==> src/rtl/keypad_scanner_pkg.sv <==
// Shared key codes, scanner FSM states and the 4x4 keymap used by the scanner
// and by the calculator control FSM.
package keypad_scanner_pkg;

   localparam int KEY_W = 5;

   localparam logic [KEY_W-1:0] KEY_0    = 5'h00;
   localparam logic [KEY_W-1:0] KEY_1    = 5'h01;
   localparam logic [KEY_W-1:0] KEY_2    = 5'h02;
   localparam logic [KEY_W-1:0] KEY_3    = 5'h03;
   localparam logic [KEY_W-1:0] KEY_4    = 5'h04;
   localparam logic [KEY_W-1:0] KEY_5    = 5'h05;
   localparam logic [KEY_W-1:0] KEY_6    = 5'h06;
   localparam logic [KEY_W-1:0] KEY_7    = 5'h07;
   localparam logic [KEY_W-1:0] KEY_8    = 5'h08;
   localparam logic [KEY_W-1:0] KEY_9    = 5'h09;
   localparam logic [KEY_W-1:0] KEY_A    = 5'h0A;
   localparam logic [KEY_W-1:0] KEY_B    = 5'h0B;
   localparam logic [KEY_W-1:0] KEY_C    = 5'h0C;
   localparam logic [KEY_W-1:0] KEY_D    = 5'h0D;
   localparam logic [KEY_W-1:0] KEY_E    = 5'h0E;
   localparam logic [KEY_W-1:0] KEY_F    = 5'h0F;
   localparam logic [KEY_W-1:0] KEY_NONE = 5'h10;

   typedef enum logic {
      ST_SCAN,
      ST_EVAL
   } scan_state_t;

   // Physical layout of the board keypad: row r, column c.
   function automatic logic [KEY_W-1:0] keymap(input logic [1:0] r, input logic [1:0] c);
      case ({r, c})
         4'h0: return KEY_1;
         4'h1: return KEY_2;
         4'h2: return KEY_3;
         4'h3: return KEY_A;
         4'h4: return KEY_4;
         4'h5: return KEY_5;
         4'h6: return KEY_6;
         4'h7: return KEY_B;
         4'h8: return KEY_7;
         4'h9: return KEY_8;
         4'hA: return KEY_9;
         4'hB: return KEY_C;
         4'hC: return KEY_0;
         4'hD: return KEY_F;
         4'hE: return KEY_E;
         default: return KEY_D;
      endcase
   endfunction

endpackage

==> src/rtl/keypad_scanner_if.sv <==
// Keypad pin and key-code bundle between the board pins, the scanner and the
// calculator FSM.
interface keypad_scanner_if;
   import keypad_scanner_pkg::*;

   logic [3:0]       row;
   logic [3:0]       col;
   logic [KEY_W-1:0] key;
   logic             key_strobe;

   modport master (
      input  row,
      output col,
      output key,
      output key_strobe
   );

   modport slave (
      output row,
      input  col,
      input  key,
      input  key_strobe
   );
endinterface

==> src/rtl/keypad_scanner_debounce.sv <==
// Debounce of per-scan key results into a stable key level plus press strobe.
// Auto-repeat strobes are built only when KEYPAD_AUTOREPEAT_EN is defined.
module key_debounce
   import keypad_scanner_pkg::*;
#(
   parameter int DEBOUNCE_SCANS = 4,
   parameter int REPEAT_SCANS   = 50
) (
   input  logic             clk,
   input  logic             rst,
   input  logic             eval_valid,
   input  logic [KEY_W-1:0] scan_result,
   output logic [KEY_W-1:0] key,
   output logic             key_strobe
);

   localparam int CNT_W = $clog2(DEBOUNCE_SCANS + 1);

   logic [KEY_W-1:0] cand_reg, cand_next;
   logic [CNT_W-1:0] cnt_reg, cnt_next;
   logic [KEY_W-1:0] key_reg;
   logic             strobe_reg;
   logic             accept;
   logic             repeat_fire;

   always_comb begin
      cand_next = cand_reg;
      cnt_next  = cnt_reg;
      if (scan_result != cand_reg) begin
         cand_next = scan_result;
         cnt_next  = CNT_W'(1);
      end else if (cnt_reg != CNT_W'(DEBOUNCE_SCANS)) begin
         cnt_next = cnt_reg + CNT_W'(1);
      end
      accept = (cnt_next == CNT_W'(DEBOUNCE_SCANS)) && (cand_next != key_reg);
   end

`ifdef KEYPAD_AUTOREPEAT_EN
   localparam int REP_W = $clog2(REPEAT_SCANS + 1);

   logic [REP_W-1:0] rep_cnt_reg;
   logic             key_matched;

   // A press keeps counting EVALs only while every scan still reports it.
   assign key_matched = (key_reg != KEY_NONE) && (scan_result == key_reg);
   assign repeat_fire = eval_valid && key_matched &&
                        (rep_cnt_reg == REP_W'(REPEAT_SCANS - 1));

   always_ff @(posedge clk or negedge rst) begin
      if (!rst) begin
         rep_cnt_reg <= '0;
      end else if (eval_valid) begin
         if (accept || !key_matched || repeat_fire)
            rep_cnt_reg <= '0;
         else
            rep_cnt_reg <= rep_cnt_reg + REP_W'(1);
      end
   end
`else
   assign repeat_fire = 1'b0;
`endif

   always_ff @(posedge clk or negedge rst) begin
      if (!rst) begin
         cand_reg   <= KEY_NONE;
         cnt_reg    <= '0;
         key_reg    <= KEY_NONE;
         strobe_reg <= 1'b0;
      end else begin
         strobe_reg <= repeat_fire;
         if (eval_valid) begin
            cand_reg <= cand_next;
            cnt_reg  <= cnt_next;
            if (accept) begin
               key_reg    <= cand_next;
               strobe_reg <= (cand_next != KEY_NONE);
            end
         end
      end
   end

   assign key        = key_reg;
   assign key_strobe = strobe_reg;

endmodule

==> src/rtl/keypad_scanner.sv <==
// 4x4 matrix keypad column scanner with row synchroniser and multi-press lockout.
// Optional auto-repeat strobes are enabled by defining KEYPAD_AUTOREPEAT_EN.
module keypad_scanner
   import keypad_scanner_pkg::*;
#(
   parameter int SCAN_DIV       = 1000,
   parameter int DEBOUNCE_SCANS = 4,
   parameter int REPEAT_SCANS   = 50
) (
   input  logic             clk,
   input  logic             rst,
   keypad_scanner_if.master bus
);

   localparam int DIV_W = $clog2(SCAN_DIV);

   logic [3:0]       row_meta_reg;
   logic [3:0]       row_sync_reg;
   scan_state_t      state_reg;
   logic [1:0]       col_idx_reg;
   logic [DIV_W-1:0] div_cnt_reg;
   logic [3:0]       col_reg;
   logic [1:0]       acc_cnt_reg;
   logic [KEY_W-1:0] acc_code_reg;

   logic [3:0]       low_vec;
   logic [2:0]       low_cnt;
   logic [1:0]       hit_row;
   logic [2:0]       acc_sum;
   logic [1:0]       acc_cnt_next;
   logic             slot_end;
   logic             eval_valid;
   logic [KEY_W-1:0] scan_result;

   always_ff @(posedge clk or negedge rst) begin
      if (!rst) begin
         row_meta_reg <= 4'b1111;
         row_sync_reg <= 4'b1111;
      end else begin
         row_meta_reg <= bus.row;
         row_sync_reg <= row_meta_reg;
      end
   end

   assign low_vec = ~row_sync_reg;
   assign low_cnt = 3'($countones(low_vec));

   always_comb begin
      hit_row = 2'd0;
      for (int r = 3; r >= 0; r--)
         if (low_vec[r]) hit_row = 2'(r);
   end

   // Accumulator counts low rows across the scan, saturating at 2 (= multi-press).
   assign acc_sum      = {1'b0, acc_cnt_reg} + low_cnt;
   assign acc_cnt_next = (acc_sum > 3'd2) ? 2'd2 : acc_sum[1:0];
   assign slot_end     = (state_reg == ST_SCAN) && (div_cnt_reg == DIV_W'(SCAN_DIV - 1));

   always_ff @(posedge clk or negedge rst) begin
      if (!rst) begin
         state_reg    <= ST_SCAN;
         col_idx_reg  <= 2'd0;
         div_cnt_reg  <= '0;
         col_reg      <= 4'b1110;
         acc_cnt_reg  <= 2'd0;
         acc_code_reg <= KEY_NONE;
      end else begin
         case (state_reg)
            ST_SCAN: begin
               if (slot_end) begin
                  div_cnt_reg <= '0;
                  acc_cnt_reg <= acc_cnt_next;
                  if (acc_cnt_reg == 2'd0 && low_cnt == 3'd1)
                     acc_code_reg <= keymap(hit_row, col_idx_reg);
                  col_idx_reg <= col_idx_reg + 2'd1;
                  col_reg     <= {col_reg[2:0], col_reg[3]};
                  if (col_idx_reg == 2'd3)
                     state_reg <= ST_EVAL;
               end else begin
                  div_cnt_reg <= div_cnt_reg + DIV_W'(1);
               end
            end
            ST_EVAL: begin
               // Column 0 is already driven here so its rows settle early.
               state_reg    <= ST_SCAN;
               acc_cnt_reg  <= 2'd0;
               acc_code_reg <= KEY_NONE;
            end
            default: state_reg <= ST_SCAN;
         endcase
      end
   end

   assign eval_valid  = (state_reg == ST_EVAL);
   assign scan_result = (acc_cnt_reg == 2'd1) ? acc_code_reg : KEY_NONE;
   assign bus.col     = col_reg;

   key_debounce #(
      .DEBOUNCE_SCANS (DEBOUNCE_SCANS),
      .REPEAT_SCANS   (REPEAT_SCANS)
   ) u_debounce (
      .clk         (clk),
      .rst         (rst),
      .eval_valid  (eval_valid),
      .scan_result (scan_result),
      .key         (bus.key),
      .key_strobe  (bus.key_strobe)
   );

endmodule

==> src/flat_wrapper.sv <==
// flat-port wrapper written by rule: the top's interface ports become plain ports
module keypad_scanner_flat import keypad_scanner_pkg::*;
#(
   parameter int SCAN_DIV       = 1000,
   parameter int DEBOUNCE_SCANS = 4,
   parameter int REPEAT_SCANS   = 50
)
  (clk, rst, bus_row, bus_col, bus_key, bus_key_strobe);
  keypad_scanner_if bus_i ();
  input  logic clk;
  input  logic rst;
  input wire logic [$bits(bus_i.row)-1:0] bus_row;
  output wire logic [$bits(bus_i.col)-1:0] bus_col;
  output wire logic [$bits(bus_i.key)-1:0] bus_key;
  output wire logic [$bits(bus_i.key_strobe)-1:0] bus_key_strobe;
  assign bus_i.row = bus_row;
  assign bus_col = bus_i.col;
  assign bus_key = bus_i.key;
  assign bus_key_strobe = bus_i.key_strobe;
  keypad_scanner #(.SCAN_DIV(SCAN_DIV), .DEBOUNCE_SCANS(DEBOUNCE_SCANS), .REPEAT_SCANS(REPEAT_SCANS)) u_core (.clk(clk), .rst(rst), .bus(bus_i));
endmodule
==> config.mk <==
export PLATFORM = sky130hd
export DESIGN_NAME = keypad_scanner_flat
export DESIGN_NICKNAME = d
export VERILOG_FILES = /design/src/rtl/keypad_scanner_pkg.sv /design/src/rtl/keypad_scanner_if.sv /design/src/rtl/keypad_scanner_debounce.sv /design/src/rtl/keypad_scanner.sv /design/src/flat_wrapper.sv
export SDC_FILE = /design/constraint.sdc
export NUM_CORES = 1
export LEC_CHECK = 0
export CORE_UTILIZATION = 49
export CTS_CLUSTER_DIAMETER = 200
export DETAILED_ROUTE_END_ITERATION = 7
export DONT_BUFFER_PORTS = 1
export REMOVE_ABC_BUFFERS = 1
export SYNTH_ARGS = -nofsm -noshare
export SYNTH_HDL_FRONTEND = slang
export SYNTH_SLANG_ARGS = --single-unit
==> constraint.sdc <==
create_clock -name clk -period 4.23 [get_ports clk]
set_input_delay 0.6345 -clock clk [delete_from_list [all_inputs] [get_ports clk]]
set_output_delay 0.6345 -clock clk [all_outputs]
set_load 0.02 [all_outputs]
; ---- Word-level counts from Yosys, hierarchy flattened
; Memories as Yosys holds them, arrays and structs flattened.
; Index checks and enable logic that the tools add are counted.
[word_totals]
romBits = 64
in_bits = 6
latch_bits = 0
ff_bits = 46
output_inout_bits = 10
ramBits = 0
word_cells = 61
memories = 1
[op_classes]
n_eq_ne = 11
n_addsub = 7
shift = 0
n_div = 0
magnitude_cmp = 1
n_bitwise = 2
n_mul = 0
muxes = 20
reduce_logical = 7
[mem_list]
columns = name, words, width, rd, rd_clocked_by_memory_dff, write_ports, line_no
row1 = (no name shown), 16, 4, 1, 0, 0, keypad_scanner_pkg.sv:32  ; case ({r, c})
[ops]
columns = cell, count
row1 = $mux W5, 4
row2 = $mux W2, 6
row3 = $add A10 B1 Y10 const B, 1
row4 = $eq A10 B10 Y1 const B, 1
row5 = $mux W10, 1
row6 = $ne A5 B5 Y1, 2
row7 = $pmux W5 S2, 1
row8 = $mux W3, 2
row9 = $reduce_and A2 Y1, 3
row10 = $ne A5 B5 Y1 const B, 1
row11 = $add A1 B1 Y2, 2
row12 = $mux W1, 4
row13 = $not A4 Y4, 1
row14 = $pmux W2 S2, 1
row15 = $add A2 B3 Y3, 1
row16 = $add A3 B1 Y3 const B, 1
row17 = $add A3 B3 Y3, 1
row18 = $eq A3 B1 Y1 const B, 1
row19 = $eq A3 B3 Y1 const B, 1
row20 = $gt A3 B2 Y1 const B, 1
row21 = $logic_and A1 B1 Y1, 3
row22 = $ne A3 B3 Y1 const B, 1
row23 = $add A2 B1 Y2 const B, 1
row24 = $eq A2 B1 Y1 const B, 1
row25 = 6 further kinds, 6

; ---- Logic depth before layout (Yosys ltp)
; An unclocked memory read counts as a cell.
[logic_depth]
ltp_word = 9
depth_mapped = 9
depth_no_buf = 9

; ---- Modules after synthesis
; From an unflattened synthesis, not the netlist that was laid out.
[hier_totals]
hier_cells = 199
hier_area_um2 = 2277.2
[modules_own_cells]
columns = mod, seq_area_each_um2, cells_each, instances, area_each_um2
row1 = keypad_scanner, 815.8, 140, 1, 1535.2
row2 = key_debounce, 352.8, 59, 1, 742.0

; ---- Least setup slack after synthesis
; Ideal clock, no wire load.
[synth_path]
path_kind = flip-flop to flip-flop
start = register u_core.row_sync_reg[0]
end = register u_core.acc_code_reg[2]
required_ns = 4.152
period_less_slack_ns = 2.684
path_buffers = 0
arrival_time_ns = 2.606
path_stages_with_launch = 9
slack_ns = 1.546
setup_time_ns = 0.078
cell_sequence = dfstp_2 -> inv_1 -> ha_1 -> ha_1 -> fa_1 -> nor4b_1 -> nand4b_2 -> or3_1 -> a21oi_1
[synth_via]
elab_chain_len = 7
elab_cells_between_ends = 12
cone_classes = add/sub: 2 / eq/ne: 2 / mux: 4 / bitwise: 1 / reduce/logical: 2 / memory: 1
[synth_lines]
columns = item, line_no
row1 = start: declaration, keypad_scanner.sv:18  ; logic [3:0] row_sync_reg;
row2 = start signal: assignment, keypad_scanner.sv:41  ; row_sync_reg <= row_meta_reg;
row3 = $not A4 Y4 *, keypad_scanner.sv:45  ; assign low_vec = ~row_sync_reg;
row4 = $add A1 B1 Y2 (implied by the code), keypad_scanner.sv:46  ; assign low_cnt = 3'($countones(low_vec));
row5 = $add A3 B3 Y3 (implied by the code), keypad_scanner.sv:46
row6 = $eq A3 B1 Y1, keypad_scanner.sv:73  ; if (acc_cnt_reg == 2'd0 && low_cnt == 3'd1)
row7 = $logic_and A1 B1 Y1, keypad_scanner.sv:73
row8 = $ne A2 B2 Y1 (no line), n/a
row9 = $reduce_and A2 Y1 (no line), n/a
row10 = end signal: assignment, keypad_scanner.sv:74  ; acc_code_reg <= keymap(hit_row, col_idx_reg);
row11 = end: declaration, keypad_scanner.sv:24  ; logic [KEY_W-1:0] acc_code_reg;
; Every way passes the cells marked *; elsewhere a longest branch is shown, timed or not. The select of a mux whose other input is x is not followed.
; A chain may end at the register's enable or synchronous reset.

; ---- Worst setup path in the final report
; Same ends and word-level chain as after synthesis.

==> results.sh <==
export IMPL_status="complete, no violations"
export IMPL_wire_per_inst_um=15.2
export IMPL_finClkSkew_ns=0.00815
export IMPL_period_minus_slack_ns=2.91
export IMPL_fmaxAchievable_mhz=344
export IMPL_grt_max_degree=47
export IMPL_synth_edff_count=0
export IMPL_arrival_ns=3.13
export IMPL_setup_ws_ns=1.32
export IMPL_dpl_hpwl_um=3110
export IMPL_die_h_um=73.1
export IMPL_io_pins=16
export IMPL_multi_input_area_um2=1230
export IMPL_p_clk_share_pct=44.0
export IMPL_fin_crit_sh_pct=68.8
export IMPL_placementRows=25
export IMPL_cts_sinks=46
export IMPL_dieWidth_um=73.1
export IMPL_clk_pin_slew_ns=0.09
export IMPL_regArea_um2=1170
export IMPL_place_congestion=0.812
export IMPL_r2r_cells=8
export IMPL_netlist_instances=224
export IMPL_drc=0
export IMPL_place_ws_ns=1.31
export IMPL_relSlewSlack_pct=36.5
export IMPL_drive_above_1_share_pct=22.5
export IMPL_crit_type="reg -> reg"
export IMPL_worstSetupStartpointType="flip-flop"
export IMPL_cts_tree="yes"
export IMPL_num_antenna_cells=0
export IMPL_async_flop_share_pct=100
export IMPL_synth_area_um2=2480
export IMPL_p_per_area_nw_per_um2=317
export IMPL_port_buffers=0
export IMPL_yosysTopAreaCellShare_pct=32.3
export IMPL_routed_wl_um=4520
export IMPL_fin_tns_setup_ns=0
export IMPL_endpoint_kind="flip-flop"
export IMPL_required_ns=4.45
export IMPL_die_area_um2=5350
export IMPL_first_pass_iters=4
export IMPL_grt_pass1_vias=1650
export IMPL_clockBufferDepth=2
export IMPL_ys_flop_type="dfrtp_1"
export IMPL_power_internal_uw=689
export IMPL_overflow=0
export IMPL_coreArea_um2=4790
export IMPL_slew_violations=0
export IMPL_ant_nets=0
export IMPL_largest_register_ffs=10
export IMPL_seq_area_frac_synth_pct=47.1
export IMPL_insertion_delay_ns=0.30
export IMPL_postCtsSetupBuffers=0
export IMPL_grt_usage_pct=18.7
export IMPL_yosysTopAreaCell="dfrtp_1"
export IMPL_reg2reg_from="u_core.row_sync_reg[0]"
export IMPL_vias_per_cell=5.57
export IMPL_switching_power_uw=170
export IMPL_cts_resized=0
export IMPL_h_tree_depth=2
export IMPL_area_growth_pct=9.29
export IMPL_vias=1661
export IMPL_cap_violations=0
export IMPL_start_util_pct=51.8
export IMPL_r2r_end="u_core.acc_code_reg[2]"
export IMPL_ir_worst_vdd_mv=0.202
export IMPL_hold_class="in -> async"
export IMPL_power_frac_comb_pct=3.8
export IMPL_cts_buffers=5
export IMPL_finalHoldViolCount=0
export IMPL_hold_slack_ns=0.0278
export IMPL_pwr_share_seq_pct=52.2
export IMPL_drt_initial_drc_count=48
export IMPL_swShare_pct=19.8
export IMPL_antenna_found_initial=0
export IMPL_tightest_slew_ns=0.950
export IMPL_crit_fanout=8
export IMPL_setup_viol=0
export IMPL_grt_setup_unrepaired="no"
export IMPL_p_leak_uw=0.00120
export IMPL_r2r_slack_ns=1.32
export IMPL_syn_area_per_cell_um2=11.1
export IMPL_synth_warnings=0
export IMPL_ys_ff_latch=46
export IMPL_cts_root_buffer="clkbuf_8"
export IMPL_nets=250
export IMPL_grt_pass1_wl_um=7600
export IMPL_nFillCells=417
export IMPL_ys_top_cells_by_area="dfrtp_1, dfstp_2, ha_1"
export IMPL_yosysUniqueCellTypes=61
critical path, stage by stage (launching register included):
cell and delay [ns]:
dfstp_2 0.55, inv_1 0.07, ha_1 0.30, ha_1 0.19
fa_1 0.49, nor4b_1 0.41, nand4b_2 0.27, or3_1 0.41
a21oi_1 0.15
area by class of cell:
class | instances | share of cell area (%)
multi-input combinational | 160 | 45.4
inverter | 13 | 1.80
sequential | 46 | 43.1
tap | 67 | 3.09
clock inverter | 1 | 1.11
clock buffer | 7 | 3.97
timing repair buffer | 4 | 1.48
layer usage:
metal,vias to the layer above,track usage [%],wire length (um)
met2,32,32.0,2280
met5,-,0,0
met3,8,5.11,182
met4,0,6.10,76
li1,806,-,-
met1,815,22.9,1980
placed cells by master (no fill, tap or decap), types with 3 or more instances in the layout:
cell,count
dlygate4sd3_1,4
xnor2_1,7
dfrtp_1,32
nand2_1,17
a31oi_1,3
nand3_1,6
and3_1,3
or3_1,3
clkbuf_8,6
xor2_1,5
mux2_4,3
ha_1,12
mux2_2,9
a21oi_1,12
inv_1,12
o21ai_0,10
nand2b_1,3
dfstp_2,14
nor2_1,18
kinds of logic (layout without fill, tap and decap cells):
family / Yosys count / count (layout) / synth area share (%)
simple gates: 77 / 77 / 18.0
flops: 46 / 46 / 47.1
compound gates: 42 / 42 / 12.5
buf+inv: 18 / 25 / 3.23
mux: 15 / 15 / 7.22
fa+ha+maj: 14 / 14 / 7.67
xor+xnor: 12 / 12 / 4.24
synth_stat cells (all sizes together), types with 4 or more instances:
| library cell | number |
|---|---|
| buf | 4 |
| ha | 12 |
| a21oi | 13 |
| nand2 | 17 |
| nor2 | 19 |
| xor2 | 5 |
| dfrtp | 32 |
| xnor2 | 7 |
| mux2 | 14 |
| nand3 | 7 |
| nand2b | 4 |
| inv | 13 |
| dfstp | 14 |
| o21ai | 10 |
power groups by stage:
stage                     Clock [uW]  Combinational [uW]  Sequential, uW
after floorplan                    0                20.0             457
after global placement             0                24.0             457
after detailed placement           0                25.1             457
after CTS                        388                25.4             449
after global routing             405                36.8             449
final                            378                32.6             449
worst max path at each step:
stage	startpoint	to	slack, ns	cells past startpoint
floorplan	u_core.row_sync_reg[0]	u_core.acc_code_reg[2]	1.54	8
global placement	u_core.row_sync_reg[0]	u_core.acc_code_reg[2]	1.42	8
detailed placement	u_core.row_sync_reg[0]	u_core.acc_code_reg[2]	1.31	8
CTS	u_core.row_sync_reg[0]	u_core.acc_code_reg[2]	1.31	8
global route	u_core.row_sync_reg[0]	u_core.acc_code_reg[2]	1.23	8
finish	u_core.row_sync_reg[0]	u_core.acc_code_reg[2]	1.32	8
stage by stage:
stage	power (uW)	cell area, um^2	std cells	util [%]
floorplan	477	2450	219	-
global placement	481	2530	286	52.9
detailed placement	482	2530	286	52.9
CTS	862	2670	294	55.8
global route	891	2710	298	56.6
finish	859	2710	298	56.6
timing repair:
action	CTS	global route
hold buffers	0	4
hold endpoints to repair	0	19
setup endpoints to repair	0	0
No activity file was read; power rests on OpenSTA's default activity.
